<file path="config.mk">
export PLATFORM = sky130hd
export DESIGN_NAME = sprite_rom_arbiter
export DESIGN_NICKNAME = d
export VERILOG_FILES = /design/src/rtl/sprite_rom_arbiter.sv
export SDC_FILE = /design/constraint.sdc
export NUM_CORES = 1
export LEC_CHECK = 0
export ABC_CLOCK_PERIOD_IN_PS = 9300
export CAP_MARGIN = 25
export CORE_ASPECT_RATIO = 0.8
export CORE_MARGIN = 4
export CORE_UTILIZATION = 45
export CTS_BUF_LIST = sky130_fd_sc_hd__clkbuf_8
export DETAILED_ROUTE_END_ITERATION = 10
export GPL_TIMING_DRIVEN = 0
export PLACE_DENSITY = 0.87
export REMOVE_ABC_BUFFERS = 1
export SLEW_MARGIN = 10
export SYNTH_ARGS = -nofsm -noshare
export SYNTH_HDL_FRONTEND = slang
export SYNTH_SLANG_ARGS = --single-unit
</file>
<file path="constraint.sdc">
create_clock -name clk -period 9.3 [get_ports clk]
set_input_delay 1.86 -clock clk [delete_from_list [all_inputs] [get_ports clk]]
set_output_delay 1.86 -clock clk [all_outputs]
set_load 0.03 [all_outputs]
</file>
<file path="src/rtl/sprite_rom_arbiter.sv">
// Shares one sprite ROM read port among N_REQ drawers (round-robin, or lowest-index-first with SPRITE_ARB_FIXED_PRIO_EN).
// Response returns ROM_LAT+1 cycles after grant; no queue, so ungranted requesters hold req and address until granted.
module sprite_rom_arbiter #(
   parameter int N_REQ   = 4,
   parameter int ADDR_W  = 19,
   parameter int DATA_W  = 12,
   parameter int ROM_LAT = 2,
   parameter int STALL_W = 16
) (
   input  logic                    clk,
   input  logic                    resetN,
   input  logic                    frame_start,
   input  logic [N_REQ-1:0]        req,
   input  logic [N_REQ*ADDR_W-1:0] req_addr,
   output logic [N_REQ-1:0]        gnt,
   output logic                    rom_rd,
   output logic [ADDR_W-1:0]       rom_addr,
   input  logic [DATA_W-1:0]       rom_data,
   output logic [N_REQ-1:0]        rsp_valid,
   output logic [N_REQ*DATA_W-1:0] rsp_data,
   output logic [STALL_W-1:0]      stall_cnt
);

   localparam int IDW = $clog2(N_REQ);

   typedef struct packed {
      logic           vld;
      logic [IDW-1:0] id;
   } tag_t;

   generate
      if (ROM_LAT < 1 || ROM_LAT > 4 || N_REQ < 2 || N_REQ > 8) begin : g_param_check
         $error("sprite_rom_arbiter: ROM_LAT must be 1..4 and N_REQ 2..8");
      end
   endgenerate

   logic           gnt_any;
   logic [IDW-1:0] gnt_idx;
   logic [IDW-1:0] cand_idx;
   tag_t           tag_q [ROM_LAT];

`ifndef SPRITE_ARB_FIXED_PRIO_EN
   logic [IDW-1:0] rr_ptr;

   always_ff @(posedge clk) begin
      if (!resetN)
         rr_ptr <= '0;
      else if (gnt_any)
         rr_ptr <= (gnt_idx == IDW'(N_REQ-1)) ? '0 : gnt_idx + 1'b1;
   end
`endif

   // Scan from lowest to highest priority so the last hit written wins.
   always_comb begin
      gnt_any  = 1'b0;
      gnt_idx  = '0;
      cand_idx = '0;
`ifdef SPRITE_ARB_FIXED_PRIO_EN
      for (int i = N_REQ-1; i >= 0; i--) begin
         cand_idx = IDW'(i);
         if (req[cand_idx]) begin
            gnt_any = 1'b1;
            gnt_idx = cand_idx;
         end
      end
`else
      for (int k = N_REQ-1; k >= 0; k--) begin
         cand_idx = IDW'((int'(rr_ptr) + k) % N_REQ);
         if (req[cand_idx]) begin
            gnt_any = 1'b1;
            gnt_idx = cand_idx;
         end
      end
`endif
      if (!resetN)
         gnt_any = 1'b0;
   end

   always_comb begin
      gnt      = '0;
      rom_addr = '0;
      for (int i = 0; i < N_REQ; i++) begin
         if (gnt_any && gnt_idx == IDW'(i)) begin
            gnt[i]   = 1'b1;
            rom_addr = req_addr[i*ADDR_W +: ADDR_W];
         end
      end
   end

   assign rom_rd = gnt_any;

   always_ff @(posedge clk) begin
      if (!resetN) begin
         for (int s = 0; s < ROM_LAT; s++)
            tag_q[s] <= '0;
      end else begin
         tag_q[0] <= {gnt_any, gnt_idx};
         for (int s = 1; s < ROM_LAT; s++)
            tag_q[s] <= tag_q[s-1];
      end
   end

   // The last tag stage lines up with the cycle rom_data is valid for that read.
   always_ff @(posedge clk) begin
      if (!resetN) begin
         rsp_valid <= '0;
         rsp_data  <= '0;
      end else begin
         rsp_valid <= '0;
         for (int i = 0; i < N_REQ; i++) begin
            if (tag_q[ROM_LAT-1].vld && tag_q[ROM_LAT-1].id == IDW'(i)) begin
               rsp_valid[i]                  <= 1'b1;
               rsp_data[i*DATA_W +: DATA_W]  <= rom_data;
            end
         end
      end
   end

   always_ff @(posedge clk) begin
      if (!resetN)
         stall_cnt <= '0;
      else if (frame_start)
         stall_cnt <= '0;
      else if ((|(req & ~gnt)) && (stall_cnt != '1))
         stall_cnt <= stall_cnt + 1'b1;
   end

endmodule

</file>
==> flow_metrics.py <==
metrics = {
    "status": {
        "status": "finished clean",
    },
    "global_route": {
        "grt_pass1_vias": 4063,
        "antenna_found_initial": 0,
        "grt_use_total_pct": 23.4,
        "grt_max_degree": 46,
        "grt_pass1_wl_um": 20000,
        "grt_overflow_total": 0,
    },
    "clock_tree": {
        "cts_tree": "yes",
        "clock_sinks": 76,
        "clock_latency_ns": 0.34,
        "h-tree-depth": 3,
        "cts_hold_buf": 0,
        "cts_setup_buffers": 0,
        "cts-resized-gates": 0,
        "clk_path_buf_depth": 2,
        "path_clk_slew_ns": 0.08,
        "cts_root_buffer": "clkbuf_8",
        "cts_buffers": 9,
    },
    "detailed_routing": {
        "wire_per_inst_um": 15.7,
        "drt_wl_total_um": 12500,
        "drc_errors": 0,
        "antenna_left": 0,
        "drt_iter0_drc": 230,
        "vias_per_cell": 5.38,
        "first_pass_iters": 4,
        "num_vias": 4287,
    },
    "die": {
        "dieArea_um2": 10400,
        "die_w_um": 113,
        "core_region_area_um2": 8560,
        "start_util_pct": 46.6,
        "rows": 30,
        "dieHeight_um": 92.2,
        "pin_count": 187,
    },
    "critical_path": {
        "worstPathArrival_ns": 5.60,
        "startpoint": "req[2]",
        "worstPathRequired_ns": 7.44,
        "r2r_start": "rr_ptr[1]",
        "setup.worst_path.end_class": "output pin",
        "critPathKind": "in -> out",
        "critPathLaunchType": "input pin",
        "worstPathMaxFanout": 21,
    },
    "synthesis": {
        "yosysTopAreaCellShare_pct": 38.1,
        "synth_most_common_cell": "nand2_1",
        "synth_top_area_cell": "dfxtp_1",
        "synthFlopType": "dfxtp_1",
        "synth_commonest_cells": "135 x nand2_1, 76 x dfxtp_1, 51 x a21boi_1, 30 x a21oi_1, 28 x clkbuf_1",
        "ys_warn_count": 0,
        "synthCells": 513,
        "synth_area_um2": 3990,
        "synthArstFlopShare_pct": 0,
        "synthDistinctLibCells": 42,
        "avgSynthCellArea_um2": 7.78,
        "synth-seq-area-share_pct": 38.1,
        "yosys-top-cells-area": "dfxtp_1 38%, nand2_1 13%, a21boi_1 9.6%",
        "ys_ff_latch": 76,
        "synth_edf_count": 0,
    },
    "pwr": {
        "p_sw_mw": 0.280,
        "power.density_nw_per_um2": 139,
        "power_mw": 0.849,
        "combPwrFrac_pct": 33.3,
        "clockPowerShare_pct": 26.5,
        "intPower_mw": 0.569,
        "seqPwrFrac_pct": 40.2,
        "ir_drop_mv": 0.0792,
        "p_sw_share_pct": 33.0,
        "leakagePower_nw": 2.21,
    },
    "finish": {
        "n_fill_cell": 701,
        "diodes": 0,
        "fin_nets": 780,
        "final_layout_size_suffix_gt1_share_pct": 4.67,
        "area_delta_synth_final_pct": 53.5,
    },
    "sta": {
        "drv_slew": 0,
        "finalSetupTns_ns": 0,
        "min_period_over_period_pct": 80.2,
        "hold_viol": 0,
        "slew_headroom_pct": 30.1,
        "fmax_mhz": 134,
        "finalCriticalPeriod_ns": 7.46,
        "rsz0062_at_grt": "no",
        "fin_skew_ns": 0.0116,
        "worst_pin_slew_ns": 1.05,
        "hold_slack_ns": 0.436,
        "setup_viol": 0,
    },
    "place": {
        "io_buffers": 186,
        "dpl.hpwl_um": 9610,
        "place_congestion": 0.846,
    },
    "run": {
        "max_cap_viol_count": 0,
    },
    "worst_hold_path": {
        "min-delay-path-class": "reg -> reg",
        "hp-start": "tag_q[0][2]",
    },
}
-- cell usage in the layout, fill, tap and decap left out, types with 2 or more instances in the layout --
| cell | n |
|---|---|
| a211o_1 | 20 |
| a21boi_1 | 51 |
| a21oi_1 | 30 |
| a221oi_1 | 19 |
| and2_1 | 9 |
| and3_1 | 5 |
| buf_2 | 2 |
| buf_8 | 2 |
| clkbuf_8 | 9 |
| clkdlybuf4s50_1 | 185 |
| clkinvlp_4 | 3 |
| dfxtp_1 | 76 |
| ha_1 | 5 |
| inv_1 | 27 |
| inv_2 | 2 |
| inv_6 | 2 |
| mux2i_1 | 9 |
| nand2_1 | 135 |
| nand2b_1 | 7 |
| nand3_1 | 10 |
| nand4_1 | 3 |
| nor2_1 | 5 |
| nor2b_1 | 21 |
| nor3_1 | 2 |
| nor4_1 | 5 |
| nor4_2 | 2 |
| o21ai_1 | 4 |
| o31ai_1 | 6 |
| or2_1 | 2 |
| or4_1 | 6 |
| or4_4 | 2 |
-- final cells by class --
class / count / area [µm²] / area share, %
clock buffers: 9 / 124 / 2.02
repair buffers: 193 / 1950 / 31.9
flip-flops and latches: 76 / 1520 / 24.8
inverters: 28 / 105 / 1.71
multi-input cells: 372 / 2230 / 36.4
well taps: 112 / 140 / 2.29
clock inverters: 7 / 52.6 / 0.857
-- metal layers --
metal  vias up  global-route usage (%)  share of wire (%)
met5         -                       0                  0
met4         0                    5.81               0.92
met3         7                    6.86                9.0
met2       164                    41.4                 50
met1      1999                    27.8                 40
li1       2117                       -                  -
-- per-stage QoR --
| stage | util [%] | cells | worst slack [ns] | cell area (µm²) |
|---|---|---|---|---|
| floorplan | - | 476 | 3.09 | 3850 |
| global placement | 68.3 | 774 | 1.66 | 5850 |
| detailed placement | 69.5 | 780 | 1.81 | 5940 |
| CTS | 71.5 | 796 | 1.79 | 6120 |
| global route | 71.6 | 797 | 1.55 | 6130 |
| finish | 71.6 | 797 | 1.84 | 6130 |
-- critical path, stage by stage --
cell and delay [ns]:
clkdlybuf4s50_1 0.53, mux2i_1 0.18, nor2_1 0.06, a311oi_1 0.61
ha_1 0.77, buf_8 0.25, a221oi_1 0.10, a211o_1 0.34
a21oi_1 0.16, clkdlybuf4s50_1 0.74
-- power by group through the flow --
| stage | sequential, mW | clock [mW] | combinational, mW |
|---|---|---|---|
| floorplan | 0.357 | 0 | 0.146 |
| global placement | 0.348 | 0 | 0.269 |
| detailed placement | 0.349 | 0 | 0.283 |
| CTS | 0.341 | 0.228 | 0.284 |
| global route | 0.342 | 0.244 | 0.305 |
| finish | 0.341 | 0.225 | 0.283 |
-- sequential cells by signal (all words and copies together) (netlist names) --
| name | cells |
|---|---|
| stall_cnt | 16 |
| rsp_data | 48 |
| rsp_valid | 4 |
| rr_ptr | 2 |
| tag_q | 6 |
-- worst paths after layout --
kind              cells after the start      endpoint  slack (ns)
setup / recovery                     10  rom_addr[16]        1.84
hold / removal                        1   tag_q[0][5]        0.44
setup reg to reg                     11  stall_cnt[7]        5.59
hold reg to reg                       1   tag_q[0][5]        0.44
-- kinds of logic after synthesis --
group           Yosys count  synth area share, %
buf+inv                  65                 6.24
simple gates            222                 26.9
compound gates          136                 25.0
fa+ha+maj                 5                 1.57
flops                    76                 38.1
mux                       9                 2.26
Power figures use the tool's default switching activity.
==> RTL change: new RTL, same flow settings <==
Change the parameter `STALL_W` from 16 to 32.
--- a/src/rtl/sprite_rom_arbiter.sv
+++ b/src/rtl/sprite_rom_arbiter.sv
@@ -7,3 +7,3 @@
    parameter int ROM_LAT = 2,
-   parameter int STALL_W = 16
+   parameter int STALL_W = 32
 ) (
Ports: changed (resized stall_cnt); port bits go from 187 to 203. No check against the original RTL was run, so the function may have changed too.
==> RTL change against the original RTL <==
Maximum frequency fell by 3.2%. Power rose by 13%. Wire length rose by 18%. Final cell count rose by 10%. Synthesized cell count rose by 8.8%. Area after synthesis rose by 14%. Sequential cell count rose by 16. Clock skew fell by 0.0014 ns. Die area rose by 13%. Final area rose by 12%. Largest power group unchanged. Worst setup slack got worse by 0.25 ns. First-iteration DRC count rose by 110%. Sequential power rose by 20%. Clock power rose by 23%.
==> RTL change: results (changes against the original RTL) <==
* Status: finished clean (unchanged)
* Final Skew at 0.0102 ns (was 0.0116 ns)
* Gr usage total at 24.2% (was 23.4%)
* Clock Path Buffers at 2 (unchanged)
* Max IR drop VDD at 0.000102 V (was 0.0000792 V)
* Crit-path max FO at 20 (was 21)
* Count leader, synth: nand2_1 (unchanged)
* Worst slew pin tran at 1.01 ns (was 1.05 ns)
* CTS buffer count at 9 (unchanged)
* HP Class: reg2reg (unchanged)
* Clock root buffer: clkbuf_8 (unchanged)
* Reg clk slew, reported paths at 0.09 ns
* Seq. pwr at 0.000409 W (was 0.000341 W)
* Clock Power Share at 28.9% (was 26.5%)
* Routed vias at 4909 (was 4287)
* Post_cts resized at 0 (unchanged)
* Synth warn at 0 (unchanged)
* Worst-Skew Late Latency at 0.36 ns (was 0.34 ns)
* HPWL after DPL at 11200 microns (was 9610 microns)
* Post-CTS setup repair buffer count at 0 (unchanged)
* Yosys top cell area share at 40.3% (was 38.1%)
* Initial DRC count at 490 (was 230)
* Dpl cells at 863 (was 780)
* Pre-CTS setup slack at 1.72 ns (was 1.81 ns)
* Antenna violations before repair at 0 (unchanged)
* Net Switching at 0.000303 W (was 0.000280 W)
* Main synth FF type: dfxtp_1 (unchanged)
* P_int at 0.000655 W (was 0.000569 W)
* Layout cells sized above 1 at 6.59% (was 4.67%)
* Synth area leaders: dfxtp_1 (40%), nand2_1 (11%), a21boi_0 (7.9%) (was dfxtp_1 (38%), nand2_1 (13%), a21boi_1 (9.6%))
* DR pass1 iterations at 5 (was 4)
* First-pass GRT wire length at 23500 microns (was 20000 microns)
* CTS H-tree lvls at 3 (unchanged)
* Final Wtd Congestion at 0.878 (was 0.846)
* Biggest regs: rsp_data x48, stall_cnt x32, tag_q x6 (was rsp_data x48, stall_cnt x16, tag_q x6)
* Leak at 2.37 nW (was 2.21 nW)
* Post-synth top cells: nand2_1 (137), dfxtp_1 (92), a21boi_0 (48), o21ai_0 (30) (was nand2_1 (135), dfxtp_1 (76), a21boi_1 (51), a21oi_1 (30), clkbuf_1 (28))
* FFs w/ async S/R, synth at 0% (unchanged)
* Fillcell total at 804 (was 701)
* Largest net degree at the start of global routing at 65 (was 46)
* Port bufs at 202 (was 186)
* Register area share after synthesis at 40.3% (was 38.1%)
* Final Non-Filler Cells at 880 (was 797)
* Number of unique standard cell types used by synthesis at 58 (was 42)
* # nets final at 839 (was 780)
* Vias in the first global route at 4652 (was 4063)
* WL final at 14700 microns (was 12500 microns)
* DP Area at 0.00664 sq mm (was 0.00594 sq mm)
* Syn Inst Count at 558 (was 513)
* CP arrival at 5.85 ns (was 5.60 ns)
* Antenna fix cells at 0 (unchanged)
[RTL change: final cells by class]
type,count,area [sq um],area share (%)
Clock buffer,9,124,1.81
Clock inverter,7,81.3,1.19
Inverter,11,41.3,0.602
Multi-Input combinational cell,419,2530,36.8
Sequential cell,92,1840,26.9
Tap cell,136,170,2.48
Timing Repair Buffer,206,2070,30.2
[RTL change: final timing paths]
| check | from | end | slack [ns] | depth (start not counted) |
|---|---|---|---|---|
| max | req[0] | rom_addr[3] | 1.59 | 12 |
| min | tag_q[0][0]$_SDFF_PN0_ | tag_q[0][3]$_SDFF_PN0_ | 0.43 | 1 |
| max reg2reg | rr_ptr[0]$_SDFFE_PN0P_ | stall_cnt[23]$_SDFFE_PP0P_ | 6.18 | 10 |
| min reg2reg | tag_q[0][0]$_SDFF_PN0_ | tag_q[0][3]$_SDFF_PN0_ | 0.43 | 1 |
[RTL change: kinds of logic (layout without fill, tap and decap cells)]
kind of cell,after synthesis,after routing,synth area share [%]
DFF,92,92,40.3
AOI/OAI and AO/OA,167,167,27.0
and+or+nand+nor,238,238,24.9
xor gates and xnor gates,5,5,0.959
muxes,4,4,0.877
adders and majority gates,5,5,1.37
buffers and inverters,47,233,4.52
[RTL change: worst max-delay path: stages]
cell and delay (ns):
clkdlybuf4s50_1 0.50, inv_1 0.14, nor2_1 0.07, a211o_1 0.26, a21oi_1 0.40, inv_1 0.14, ha_1 0.26, nand2_1 0.47
inv_1 0.55, a221oi_1 0.44, o21ai_1 0.14, clkdlybuf4s50_1 0.61
[RTL change: layer usage]
layer	global-route usage [%]	vias up	routed length (microns)
met2	41.6	218	7370
met4	5.75	0	201
met3	5.96	27	1100
li1	-	2346	-
met1	30.6	2318	6070
met5	0	-	0
